### src/rtl/apb_poll_pkg.sv
// Shared types for the APB poll master: FSM state encoding and completion status codes.
package apb_poll_pkg;

    typedef enum logic [2:0] {
        IDLE,
        W_SETUP,
        W_ACCESS,
        R_SETUP,
        R_ACCESS,
        GAP,
        DONE
    } state_t;

    localparam logic [1:0] ST_OK      = 2'b00;
    localparam logic [1:0] ST_TIMEOUT = 2'b01;
    localparam logic [1:0] ST_SLVERR  = 2'b10;

endpackage

### src/rtl/apb_poll_master_if.sv
// APB3/4 bus bundle between the poll master and its slave.
interface apb_poll_master_if #(
    parameter int G_REGWIDTH   = 32,
    parameter int G_ADDR_WIDTH = 7
);
    logic                      psel;
    logic                      penable;
    logic                      pwrite;
    logic [2:0]                pprot;
    logic [G_ADDR_WIDTH-1:0]   paddr;
    logic [G_REGWIDTH-1:0]     pwdata;
    logic [G_REGWIDTH/8-1:0]   pstrb;
    logic                      pready;
    logic [G_REGWIDTH-1:0]     prdata;
    logic                      pslverr;

    modport master (
        output psel, penable, pwrite, pprot, paddr, pwdata, pstrb,
        input  pready, prdata, pslverr
    );

    modport slave (
        input  psel, penable, pwrite, pprot, paddr, pwdata, pstrb,
        output pready, prdata, pslverr
    );
endinterface

### src/rtl/apb_poll_master_xfer.sv
// Single APB transfer engine: i_start marks the setup cycle, access holds until pready.
module apb_xfer #(
    parameter int G_REGWIDTH   = 32,
    parameter int G_ADDR_WIDTH = 7
) (
    input  logic                    clk,
    input  logic                    rst,
    input  logic                    i_start,
    input  logic                    i_write,
    input  logic [G_ADDR_WIDTH-1:0] i_addr,
    input  logic [G_REGWIDTH-1:0]   i_wdata,
    input  logic [G_REGWIDTH/8-1:0] i_strb,
    output logic                    o_done,
    output logic                    o_err,
    output logic [G_REGWIDTH-1:0]   o_rdata,
    apb_poll_master_if.master       m_apb
);
    logic r_access;
    logic w_active;

    always_ff @(posedge clk) begin
        if (rst) begin
            r_access <= 1'b0;
        end else if (i_start) begin
            r_access <= 1'b1;
        end else if (r_access && m_apb.pready) begin
            r_access <= 1'b0;
        end
    end

    // Bus is forced idle while reset is high so an aborted transfer drops at once.
    assign w_active      = (i_start || r_access) && !rst;
    assign m_apb.psel    = w_active;
    assign m_apb.penable = r_access && !rst;
    assign m_apb.pwrite  = w_active && i_write;
    assign m_apb.pprot   = '0;
    assign m_apb.paddr   = w_active ? i_addr  : '0;
    assign m_apb.pwdata  = w_active ? i_wdata : '0;
    assign m_apb.pstrb   = w_active ? i_strb  : '0;

    assign o_done  = r_access && m_apb.pready && !rst;
    assign o_err   = m_apb.pslverr;
    assign o_rdata = m_apb.prdata;
endmodule

### src/rtl/apb_poll_master.sv
// Kick-off write followed by masked poll reads until match, slave error or poll limit.
module apb_poll_master
    import apb_poll_pkg::*;
#(
    parameter int G_REGWIDTH   = 32,
    parameter int G_ADDR_WIDTH = 7,
    parameter int G_POLL_GAP   = 2,
    parameter int G_CNT_WIDTH  = 16
) (
    input  logic                    clk,
    input  logic                    rst,
    input  logic                    cmd_valid,
    output logic                    cmd_ready,
    input  logic [G_ADDR_WIDTH-1:0] cmd_start_addr,
    input  logic [G_REGWIDTH-1:0]   cmd_start_data,
    input  logic [G_ADDR_WIDTH-1:0] cmd_poll_addr,
    input  logic [G_REGWIDTH-1:0]   cmd_poll_mask,
    input  logic [G_REGWIDTH-1:0]   cmd_poll_value,
    input  logic [G_CNT_WIDTH-1:0]  cmd_max_polls,
    output logic                    rsp_valid,
    output logic [1:0]              rsp_status,
    output logic [G_CNT_WIDTH-1:0]  rsp_polls,
    apb_poll_master_if.master       m_apb
);
    localparam int GW = (G_POLL_GAP > 1) ? $clog2(G_POLL_GAP) : 1;
    localparam logic [GW-1:0] GAP_LAST = GW'((G_POLL_GAP > 0) ? G_POLL_GAP - 1 : 0);

    state_t                  r_state, w_state_nxt;
    logic [G_ADDR_WIDTH-1:0] r_start_addr, r_poll_addr;
    logic [G_REGWIDTH-1:0]   r_start_data, r_mask, r_value;
    logic [G_CNT_WIDTH-1:0]  r_limit, r_cnt, w_cnt_inc;
    logic [1:0]              r_status, w_status_nxt;
    logic [GW-1:0]           r_gap;

    logic                    w_accept, w_start, w_write, w_done, w_err, w_match;
    logic [G_REGWIDTH-1:0]   w_rdata;

    assign cmd_ready  = (r_state == IDLE) && !rst;
    assign w_accept   = cmd_valid && cmd_ready;
    assign rsp_valid  = (r_state == DONE) && !rst;
    assign rsp_status = rsp_valid ? r_status : '0;
    assign rsp_polls  = rsp_valid ? r_cnt : '0;

    assign w_start   = (r_state == W_SETUP) || (r_state == R_SETUP);
    assign w_write   = (r_state == W_SETUP) || (r_state == W_ACCESS);
    assign w_match   = (w_rdata & r_mask) == (r_value & r_mask);
    assign w_cnt_inc = (r_cnt == '1) ? r_cnt : r_cnt + 1'b1;

    apb_xfer #(
        .G_REGWIDTH  (G_REGWIDTH),
        .G_ADDR_WIDTH(G_ADDR_WIDTH)
    ) u_xfer (
        .clk    (clk),
        .rst    (rst),
        .i_start(w_start),
        .i_write(w_write),
        .i_addr (w_write ? r_start_addr : r_poll_addr),
        .i_wdata(w_write ? r_start_data : '0),
        .i_strb (w_write ? '1 : '0),
        .o_done (w_done),
        .o_err  (w_err),
        .o_rdata(w_rdata),
        .m_apb  (m_apb)
    );

    always_ff @(posedge clk) begin
        if (rst) begin
            r_state  <= IDLE;
            r_cnt    <= '0;
            r_status <= ST_OK;
            r_gap    <= '0;
        end else begin
            r_state  <= w_state_nxt;
            r_status <= w_status_nxt;
            r_gap    <= (r_state == GAP) ? r_gap + 1'b1 : '0;
            if (w_accept) begin
                r_start_addr <= cmd_start_addr;
                r_start_data <= cmd_start_data;
                r_poll_addr  <= cmd_poll_addr;
                r_mask       <= cmd_poll_mask;
                r_value      <= cmd_poll_value;
                r_limit      <= (cmd_max_polls == '0) ? G_CNT_WIDTH'(1) : cmd_max_polls;
                r_cnt        <= '0;
            end else if (r_state == R_ACCESS && w_done) begin
                r_cnt <= w_cnt_inc;
            end
        end
    end

    always_comb begin
        w_state_nxt  = r_state;
        w_status_nxt = r_status;
        case (r_state)
            IDLE:     if (w_accept) w_state_nxt = W_SETUP;
            W_SETUP:  w_state_nxt = W_ACCESS;
            W_ACCESS: if (w_done) begin
                if (w_err) begin
                    w_state_nxt  = DONE;
                    w_status_nxt = ST_SLVERR;
                end else begin
                    w_state_nxt = R_SETUP;
                end
            end
            R_SETUP:  w_state_nxt = R_ACCESS;
            R_ACCESS: if (w_done) begin
                // Priority: slave error, then match, then limit reached.
                if (w_err) begin
                    w_state_nxt  = DONE;
                    w_status_nxt = ST_SLVERR;
                end else if (w_match) begin
                    w_state_nxt  = DONE;
                    w_status_nxt = ST_OK;
                end else if (w_cnt_inc == r_limit) begin
                    w_state_nxt  = DONE;
                    w_status_nxt = ST_TIMEOUT;
                end else begin
                    w_state_nxt = (G_POLL_GAP == 0) ? R_SETUP : GAP;
                end
            end
            GAP:      if (r_gap == GAP_LAST) w_state_nxt = R_SETUP;
            DONE:     w_state_nxt = IDLE;
            default:  w_state_nxt = IDLE;
        endcase
    end
endmodule
### src/flat_wrapper.sv
// flat-port wrapper written by rule: the top's interface ports become plain ports
module apb_poll_master_flat import apb_poll_pkg::*;
#(
    parameter int G_REGWIDTH   = 32,
    parameter int G_ADDR_WIDTH = 7,
    parameter int G_POLL_GAP   = 2,
    parameter int G_CNT_WIDTH  = 16
)
  (clk, rst, cmd_valid, cmd_ready, cmd_start_addr, cmd_start_data, cmd_poll_addr, cmd_poll_mask, cmd_poll_value, cmd_max_polls, rsp_valid, rsp_status, rsp_polls, m_apb_psel, m_apb_penable, m_apb_pwrite, m_apb_pprot, m_apb_paddr, m_apb_pwdata, m_apb_pstrb, m_apb_pready, m_apb_prdata, m_apb_pslverr);
  apb_poll_master_if #(.G_REGWIDTH(G_REGWIDTH), .G_ADDR_WIDTH(G_ADDR_WIDTH)) m_apb_i ();
  input  logic clk;
  input  logic rst;
  input  logic cmd_valid;
  output logic cmd_ready;
  input  logic [G_ADDR_WIDTH-1:0] cmd_start_addr;
  input  logic [G_REGWIDTH-1:0] cmd_start_data;
  input  logic [G_ADDR_WIDTH-1:0] cmd_poll_addr;
  input  logic [G_REGWIDTH-1:0] cmd_poll_mask;
  input  logic [G_REGWIDTH-1:0] cmd_poll_value;
  input  logic [G_CNT_WIDTH-1:0] cmd_max_polls;
  output logic rsp_valid;
  output logic [1:0] rsp_status;
  output logic [G_CNT_WIDTH-1:0] rsp_polls;
  output wire logic [$bits(m_apb_i.psel)-1:0] m_apb_psel;
  output wire logic [$bits(m_apb_i.penable)-1:0] m_apb_penable;
  output wire logic [$bits(m_apb_i.pwrite)-1:0] m_apb_pwrite;
  output wire logic [$bits(m_apb_i.pprot)-1:0] m_apb_pprot;
  output wire logic [$bits(m_apb_i.paddr)-1:0] m_apb_paddr;
  output wire logic [$bits(m_apb_i.pwdata)-1:0] m_apb_pwdata;
  output wire logic [$bits(m_apb_i.pstrb)-1:0] m_apb_pstrb;
  input wire logic [$bits(m_apb_i.pready)-1:0] m_apb_pready;
  input wire logic [$bits(m_apb_i.prdata)-1:0] m_apb_prdata;
  input wire logic [$bits(m_apb_i.pslverr)-1:0] m_apb_pslverr;
  assign m_apb_psel = m_apb_i.psel;
  assign m_apb_penable = m_apb_i.penable;
  assign m_apb_pwrite = m_apb_i.pwrite;
  assign m_apb_pprot = m_apb_i.pprot;
  assign m_apb_paddr = m_apb_i.paddr;
  assign m_apb_pwdata = m_apb_i.pwdata;
  assign m_apb_pstrb = m_apb_i.pstrb;
  assign m_apb_i.pready = m_apb_pready;
  assign m_apb_i.prdata = m_apb_prdata;
  assign m_apb_i.pslverr = m_apb_pslverr;
  apb_poll_master #(.G_REGWIDTH(G_REGWIDTH), .G_ADDR_WIDTH(G_ADDR_WIDTH), .G_POLL_GAP(G_POLL_GAP), .G_CNT_WIDTH(G_CNT_WIDTH)) u_core (.clk(clk), .rst(rst), .cmd_valid(cmd_valid), .cmd_ready(cmd_ready), .cmd_start_addr(cmd_start_addr), .cmd_start_data(cmd_start_data), .cmd_poll_addr(cmd_poll_addr), .cmd_poll_mask(cmd_poll_mask), .cmd_poll_value(cmd_poll_value), .cmd_max_polls(cmd_max_polls), .rsp_valid(rsp_valid), .rsp_status(rsp_status), .rsp_polls(rsp_polls), .m_apb(m_apb_i));
endmodule
### config.mk
export PLATFORM = sky130hd
export DESIGN_NAME = apb_poll_master_flat
export DESIGN_NICKNAME = d
export VERILOG_FILES = /design/src/rtl/apb_poll_pkg.sv /design/src/rtl/apb_poll_master_if.sv /design/src/rtl/apb_poll_master_xfer.sv /design/src/rtl/apb_poll_master.sv /design/src/flat_wrapper.sv
export SDC_FILE = /design/constraint.sdc
export NUM_CORES = 1
export LEC_CHECK = 0
export CELL_PAD_IN_SITES_DETAIL_PLACEMENT = 1
export CELL_PAD_IN_SITES_GLOBAL_PLACEMENT = 1
export CORE_MARGIN = 4
export CORE_UTILIZATION = 32
export DETAILED_ROUTE_END_ITERATION = 16
export PLACE_DENSITY_LB_ADDON = 0.1
export SLEW_MARGIN = 20
export SYNTH_ARGS = -nofsm -noshare
export SYNTH_HDL_FRONTEND = slang
export SYNTH_SLANG_ARGS = --single-unit
export TNS_END_PERCENT = 50
### constraint.sdc
create_clock -name clk -period 3.6 [get_ports clk]
set_input_delay 0.36 -clock clk [delete_from_list [all_inputs] [get_ports clk]]
set_output_delay 0.36 -clock clk [all_outputs]
set_load 0.1 [all_outputs]
Yosys cells after proc, flatten, opt, wreduce, memory -nomap -nowiden
Cells that the tools add are included.

operators by class
  reductions and logical operators = 22
  equality and inequality tests = 15
  $add $sub $neg = 2
  muxes and demuxes = 27
  bitwise gates (word level) = 4

operators by type and width
  operator               count
  $and 32x32->32         2
  $mux 32                2
  $eq 32x32->1           1
  $mux 16                2
  $mux 3                 7
  $pmux 3 s6             1
  $add 16x1->16 const B  1
  $eq 16x16->1           1
  $eq 16x16->1 const B   1
  $logic_not 16->1       1
  $mux 2                 8
  $mux 7                 2
  $eq 3x3->1 const B     3
  $logic_and 1x1->1      9
  $mux 4                 2
  $ne 2x1->1 const B     4
  $eq 3x2->1 const B     2
  $reduce_and 5->1       1
  $ne 4x3->1 const B     1
  $pmux 2 s2             1
  $reduce_and 4->1       1
  $reduce_bool 2->1      2
  $reduce_or 2->1        2
  $eq 3x1->1 const B     1
  8 further kinds        12

word-level totals
  output and inout bits = 69
  bits in registers = 149
  input bits = 163
  logic and storage cells = 81

Longest topological paths before layout
  word-level depth = 8
  gate-level depth with buffers = 11
  depth with buffers taken out = 9

Hierarchy
From an unflattened synthesis, not the netlist that was laid out.

unflattened totals
  cell total of the unflattened synthesis = 613
  area, all modules = 7,601.0 um2

by module, submodules not included
  module           seq. area each (um2)  cells an instance  instances  area an instance (um2)
  apb_poll_master  4,224.1               521                1          6,861.6
  apb_xfer         20.0                  92                 1          739.5

Worst setup path after synthesis
No wires, ideal clock.

  path kind = reg-to-reg
  from = reg u_core.r_state[0]
  to = reg u_core.r_limit[0] (enable)
  library setup time = 0.479 ns
  cell stages (with the launch flop) = 5
  period minus slack after synthesis = 6.869 ns
  data required time = 3.121 ns
  arrival = 6.391 ns
  path slack = -3.269 ns
  path buffers = 1
  cells stage by stage = dfxtp_1 -> clkbuf_1 -> nor4_1 -> nand2_1 -> inv_1

on the way
  longest elaborated chain between the ends = 4

ends and longest elaborated chain
  item                               line                   text
  start, declared                    apb_poll_master.sv:28  state_t r_state, w_state_nxt;
  start signal, assigned             apb_poll_master.sv:73  r_state <= w_state_nxt;
  $logic_not 3->1                    apb_poll_master.sv:38  assign cmd_ready = (r_state == IDLE) && !rst;
  $logic_and 1x1->1                  apb_poll_master.sv:38
  net cmd_ready                      flat_wrapper.sv:14     output logic cmd_ready;
  $logic_and 1x1->1                  apb_poll_master.sv:39  assign w_accept = cmd_valid && cmd_ready;
  $reduce_and 2->1 (no source line)  n/a
  end signal, assigned               apb_poll_master.sv:82  r_limit <= (cmd_max_polls == '0) ? G_CNT_WIDTH'(1) : cmd_max_polls;
  end, declared                      apb_poll_master.sv:31  logic [G_CNT_WIDTH-1:0] r_limit, r_cnt, w_cnt_inc;

The timed path passes the listed nets, and every way through them passes these cells.
A chain may end at the register's enable or synchronous reset.

Worst setup path in the final report
  from = reg u_core.r_cnt[8]
  to = reg u_core.r_status[1]

on the way
  longest elaborated chain between the ends = 5
  elaborated cells on any way between the ends = 6
  classes of those cells = add/sub (1); eq/ne (3); mux (1); reduce/logical (1)

ends and longest elaborated chain
  item                                           line                    text
  start, declared                                apb_poll_master.sv:31
  start signal, assigned                         apb_poll_master.sv:85   r_cnt <= w_cnt_inc;
  $add 16x1->16 or $eq 16x16->1 (tied branches)  apb_poll_master.sv:47   assign w_cnt_inc = (r_cnt == '1) ? r_cnt : r_cnt + 1'b1;
  $mux 16 *                                      apb_poll_master.sv:47
  $eq 16x16->1 *                                 apb_poll_master.sv:113  end else if (w_cnt_inc == r_limit) begin
  $ne 4x3->1 (no source line) *                  n/a
  $reduce_and 5->1 (no source line) *            n/a
  end signal, assigned                           apb_poll_master.sv:74   r_status <= w_status_nxt;
  end, declared                                  apb_poll_master.sv:32   logic [1:0] r_status, w_status_nxt;

Mark *: on every way between the ends. The rest lies on a longest branch, timed or not.

==> results.md <==
| Item | Reported |
| --- | --- |
| Starting utilization of the core area | 0.3271 |
| Destination of the critical timing path | u_core.r_status[1] |
| Fraction of layout cells with a size suffix above 1 | 0.1693 |
| Number of synthesis warnings | 0 |
| Worst reg-to-reg path cell count | 8 |
| Yosys cell types | 63 |
| Cell with the most instances after synthesis | sky130_fd_sc_hd__edfxtp_1 |
| Cts-stage hold buffer count | 0 |
| Fin nets | 907 |
| Required time at the endpoint of the critical path | 3.95 ns |
| Post-synth top area share | 0.5680 |
| Launching instance or port of the critical path | u_core.r_cnt[8] |
| Count of buffers added by post-CTS timing repair for setup | 0 |
| Post-CTS resize count | 0 |
| Routed Wire Length | 19,540 um |
| Number of global-route vias before repair | 5,504 |
| Initial antenna violation count | 3 |
| Detailed-placement wirelength estimate | 15,350 um |
| Commonest cells in the synthesized netlist | sky130_fd_sc_hd__edfxtp_1, sky130_fd_sc_hd__and2_1, sky130_fd_sc_hd__xor2_1 |
| Iteration count of the initial detailed-routing pass | 4 |
| Clock Sinks | 149 |
| Type of origin of the critical path | flop |
| Pins Over Slew Limit | 0 |
| Final clock skew | 0.01252 ns |
| Library cell with the largest summed area after synthesis | sky130_fd_sc_hd__edfxtp_1 |
| Routability Congestion | 0.8506 |
| Area of the core region | 20,360 sq um |
| Worst slew margin | 0.5052 |
| Critical Setup Path Class | reg -> reg |
| Power, Total | 4.382 mW |
| Number of standard cells in the layout, taps in and fillers out | 1,029 |
| Number of flops mapped to enable cells by yosys | 126 |
| Sequential share of the synthesized area | 0.6371 |
| Minimum setup slack among reg-to-reg paths | 0.37 ns |
| Worst min path class | reg -> reg |
| Cells after DPL | 994 |
| Post-layout min period | 3.226 ns |
| Worst reg2reg path startpoint | u_core.r_cnt[8] |
| Die boundary width | 152.3 um |
| Grt total ovfl | 0 |
| Biggest fanout along the worst timing path | 10 |
| Total Die Area | 23,190 sq um |
| Most frequently used flop master after synthesis | sky130_fd_sc_hd__edfxtp_1 |
| Cell area after synthesis | 6661 sq um |
| Number of design rule violations left after detail routing | 0 |
| H-tree levels | 4 |
| WHS Path Cells | 1 |
| Number of DRC markers after the initial detailed-route iteration | 226 |
| Peak ir drop on the vdd network | 0.0003543 V |
| Vias after detailed routing | 4,933 |
| Via count normalized by instance count | 4.794 |
| Post-Syn Instances | 530 |
| Skew-Pair Late Insertion Delay | 0.43 ns |
| Pin count of the biggest net entering global routing | 39 |
| Post-synthesis async set-or-reset flop share | 0 |
| Filler instances | 2,108 |
| I/O pin count | 232 |
| F_max | 309.9 MHz |
| Critical path arrival | 3.58 ns |
| CP Capture Type | flop |
| Slew @ Worst Pin | 0.7407 ns |
| Clock-pin slew reported for the worst setup and hold paths after clock tree synthesis | 0.07 ns |
| Total leakage power | 3.532 nW |
| Period Utilization, post-route | 0.8962 |
| Number of endpoints with negative hold slack in the final report | 0 |
| FP Rows | 52 |
| First-pass GRT wire length | 30,450 um |
| CTS Buf Count | 17 |
| Setup TNS | 0 ns |
| Endpoint of the worst-slack reg-to-reg timing path | u_core.r_status[1] |
| Biggest area contributors in the synthesized netlist | sky130_fd_sc_hd__edfxtp_1, sky130_fd_sc_hd__dfxtp_1, sky130_fd_sc_hd__xor2_1 |
| Placed standard-cell area | 9525 sq um |
| Maximum count of clock buffers along a single path | 2 |
| Number of register bits inferred by synthesis | 149 |
| Unrepaired setup endpoints after global routing | no |
| Max cap viols | 0 |
| Status | completed |
| Root buffer selected by CTS | sky130_fd_sc_hd__clkbuf_16 |
| Non-Filler Cell Area, Final | 10,120 sq um |
| Buffers added on ports | 228 |
| Remaining antenna violation count after routing | 0 |
| Area Overhead vs Synth | 51.95% |
| Total global-route track usage | 0.1692 |
| Height of the die | 152.3 um |
| Final setup violation count | 0 |
| Post-Syn Area per Cell | 12.57 sq um |
| PwrDens | 432.9 nW/um^2 |
| CTS tree | yes |
| Routed length per placed instance | 18.99 um |
-- final cells by class --
type / instances / area (sq um) / area share
clock buffers: 18 / 429.2 / 0.04240
clock inverters: 14 / 160.2 / 0.01582
repair buffers: 240 / 2708 / 0.2675
inverters: 9 / 37.54 / 0.003708
multi-input cells: 326 / 2198 / 0.2172
diodes: 3 / 7.507 / 0.0007417
flip-flops and latches: 149 / 4244 / 0.4193
well taps: 270 / 337.8 / 0.03337
-- logic make-up after synthesis --
family	count (synthesis)	synth area share
buf+inv	57	0.03794
xor+xnor	53	0.06969
fa+ha+maj	1	0.001878
simple gates	189	0.1649
mux	8	0.01202
flops	149	0.6371
other cells	1	0.0005629
compound gates	72	0.07588
-- per-layer routing --
| layer | share of wire | GRT usage |
|---|---|---|
| met1 | 0.38 | 0.1895 |
| met2 | 0.53 | 0.3000 |
| met3 | 0.073 | 0.06191 |
| met4 | 0.016 | 0.05351 |
| met5 | 0.00067 | 0 |
-- power by group --
part	internal, mW	total, mW	switching [mW]
Clock	0.989	1.80	0.807
Sequential	1.97	2.01	0.0351
Combinational	0.270	0.577	0.306
Total	3.23	4.38	1.15
-- critical path: stages (launching register included) --
cell and delay, ns:
sky130_fd_sc_hd__dfxtp_1 0.55, sky130_fd_sc_hd__nand4_1 0.27, sky130_fd_sc_hd__or4_1 0.68, sky130_fd_sc_hd__xnor2_1 0.20
sky130_fd_sc_hd__or3_1 0.36, sky130_fd_sc_hd__a2111oi_4 0.36, sky130_fd_sc_hd__nor4b_4 0.39, sky130_fd_sc_hd__o21bai_2 0.13
sky130_fd_sc_hd__a211oi_2 0.21
-- layout by cell type (no fill, tap or decap), types with 3 or more instances in the layout --
| master | count |
|---|---|
| sky130_fd_sc_hd__and2_1 | 49 |
| sky130_fd_sc_hd__a21oi_1 | 13 |
| sky130_fd_sc_hd__nand2_1 | 18 |
| sky130_fd_sc_hd__nand3_1 | 10 |
| sky130_fd_sc_hd__nor3_1 | 13 |
| sky130_fd_sc_hd__or3_1 | 11 |
| sky130_fd_sc_hd__clkdlybuf4s50_1 | 162 |
| sky130_fd_sc_hd__nor2b_1 | 3 |
| sky130_fd_sc_hd__inv_8 | 4 |
| sky130_fd_sc_hd__buf_12 | 40 |
| sky130_fd_sc_hd__nor4_1 | 10 |
| sky130_fd_sc_hd__nand4_1 | 13 |
| sky130_fd_sc_hd__inv_6 | 5 |
| sky130_fd_sc_hd__clkbuf_16 | 17 |
| sky130_fd_sc_hd__inv_1 | 8 |
| sky130_fd_sc_hd__nor2_1 | 35 |
| sky130_fd_sc_hd__dfxtp_1 | 23 |
| sky130_fd_sc_hd__conb_1 | 3 |
| sky130_fd_sc_hd__buf_4 | 38 |
| sky130_fd_sc_hd__xor2_1 | 39 |
| sky130_fd_sc_hd__edfxtp_1 | 126 |
| sky130_fd_sc_hd__o21ai_0 | 16 |
| sky130_fd_sc_hd__nor4b_1 | 3 |
| sky130_fd_sc_hd__xnor2_1 | 14 |
| sky130_fd_sc_hd__a22oi_1 | 16 |
| sky130_fd_sc_hd__diode_2 | 3 |
| sky130_fd_sc_hd__mux2i_1 | 8 |
-- state kept, by name, summed over array words and instances, names as in the netlist --
name,count
u_core.r_start_addr,7
u_core.r_mask,32
u_core.r_gap,1
u_core.r_state,3
u_core.r_status,2
u_core.r_value,32
u_core.u_xfer.r_access,1
u_core.r_start_data,32
u_core.r_poll_addr,7
u_core.r_limit,16
u_core.r_cnt,16
-- through the flow --
step / utilization / hold WS [ns] / setup slack (ns)
after floorplan: - / 0.3985 / 0.04540
after global placement: 0.4677 / 0.4140 / 0.4996
after detailed placement: 0.4677 / 0.4274 / 0.4066
after CTS: 0.4967 / 0.4367 / 0.3816
after global routing: 0.4969 / 0.4501 / 0.1584
final: 0.4971 / 0.4363 / 0.3735
-- worst min path at each step --
stage / from / to / slack, ns
after floorplan: u_core.r_gap / u_core.r_gap / 0.40
after global placement: u_core.r_gap / u_core.r_gap / 0.41
after detailed placement: u_core.r_gap / u_core.r_gap / 0.43
after CTS: u_core.r_gap / u_core.r_gap / 0.44
after global routing: u_core.r_gap / u_core.r_gap / 0.45
final: u_core.r_gap / u_core.r_gap / 0.44
Note: power is estimated with default switching activity, not from simulation.
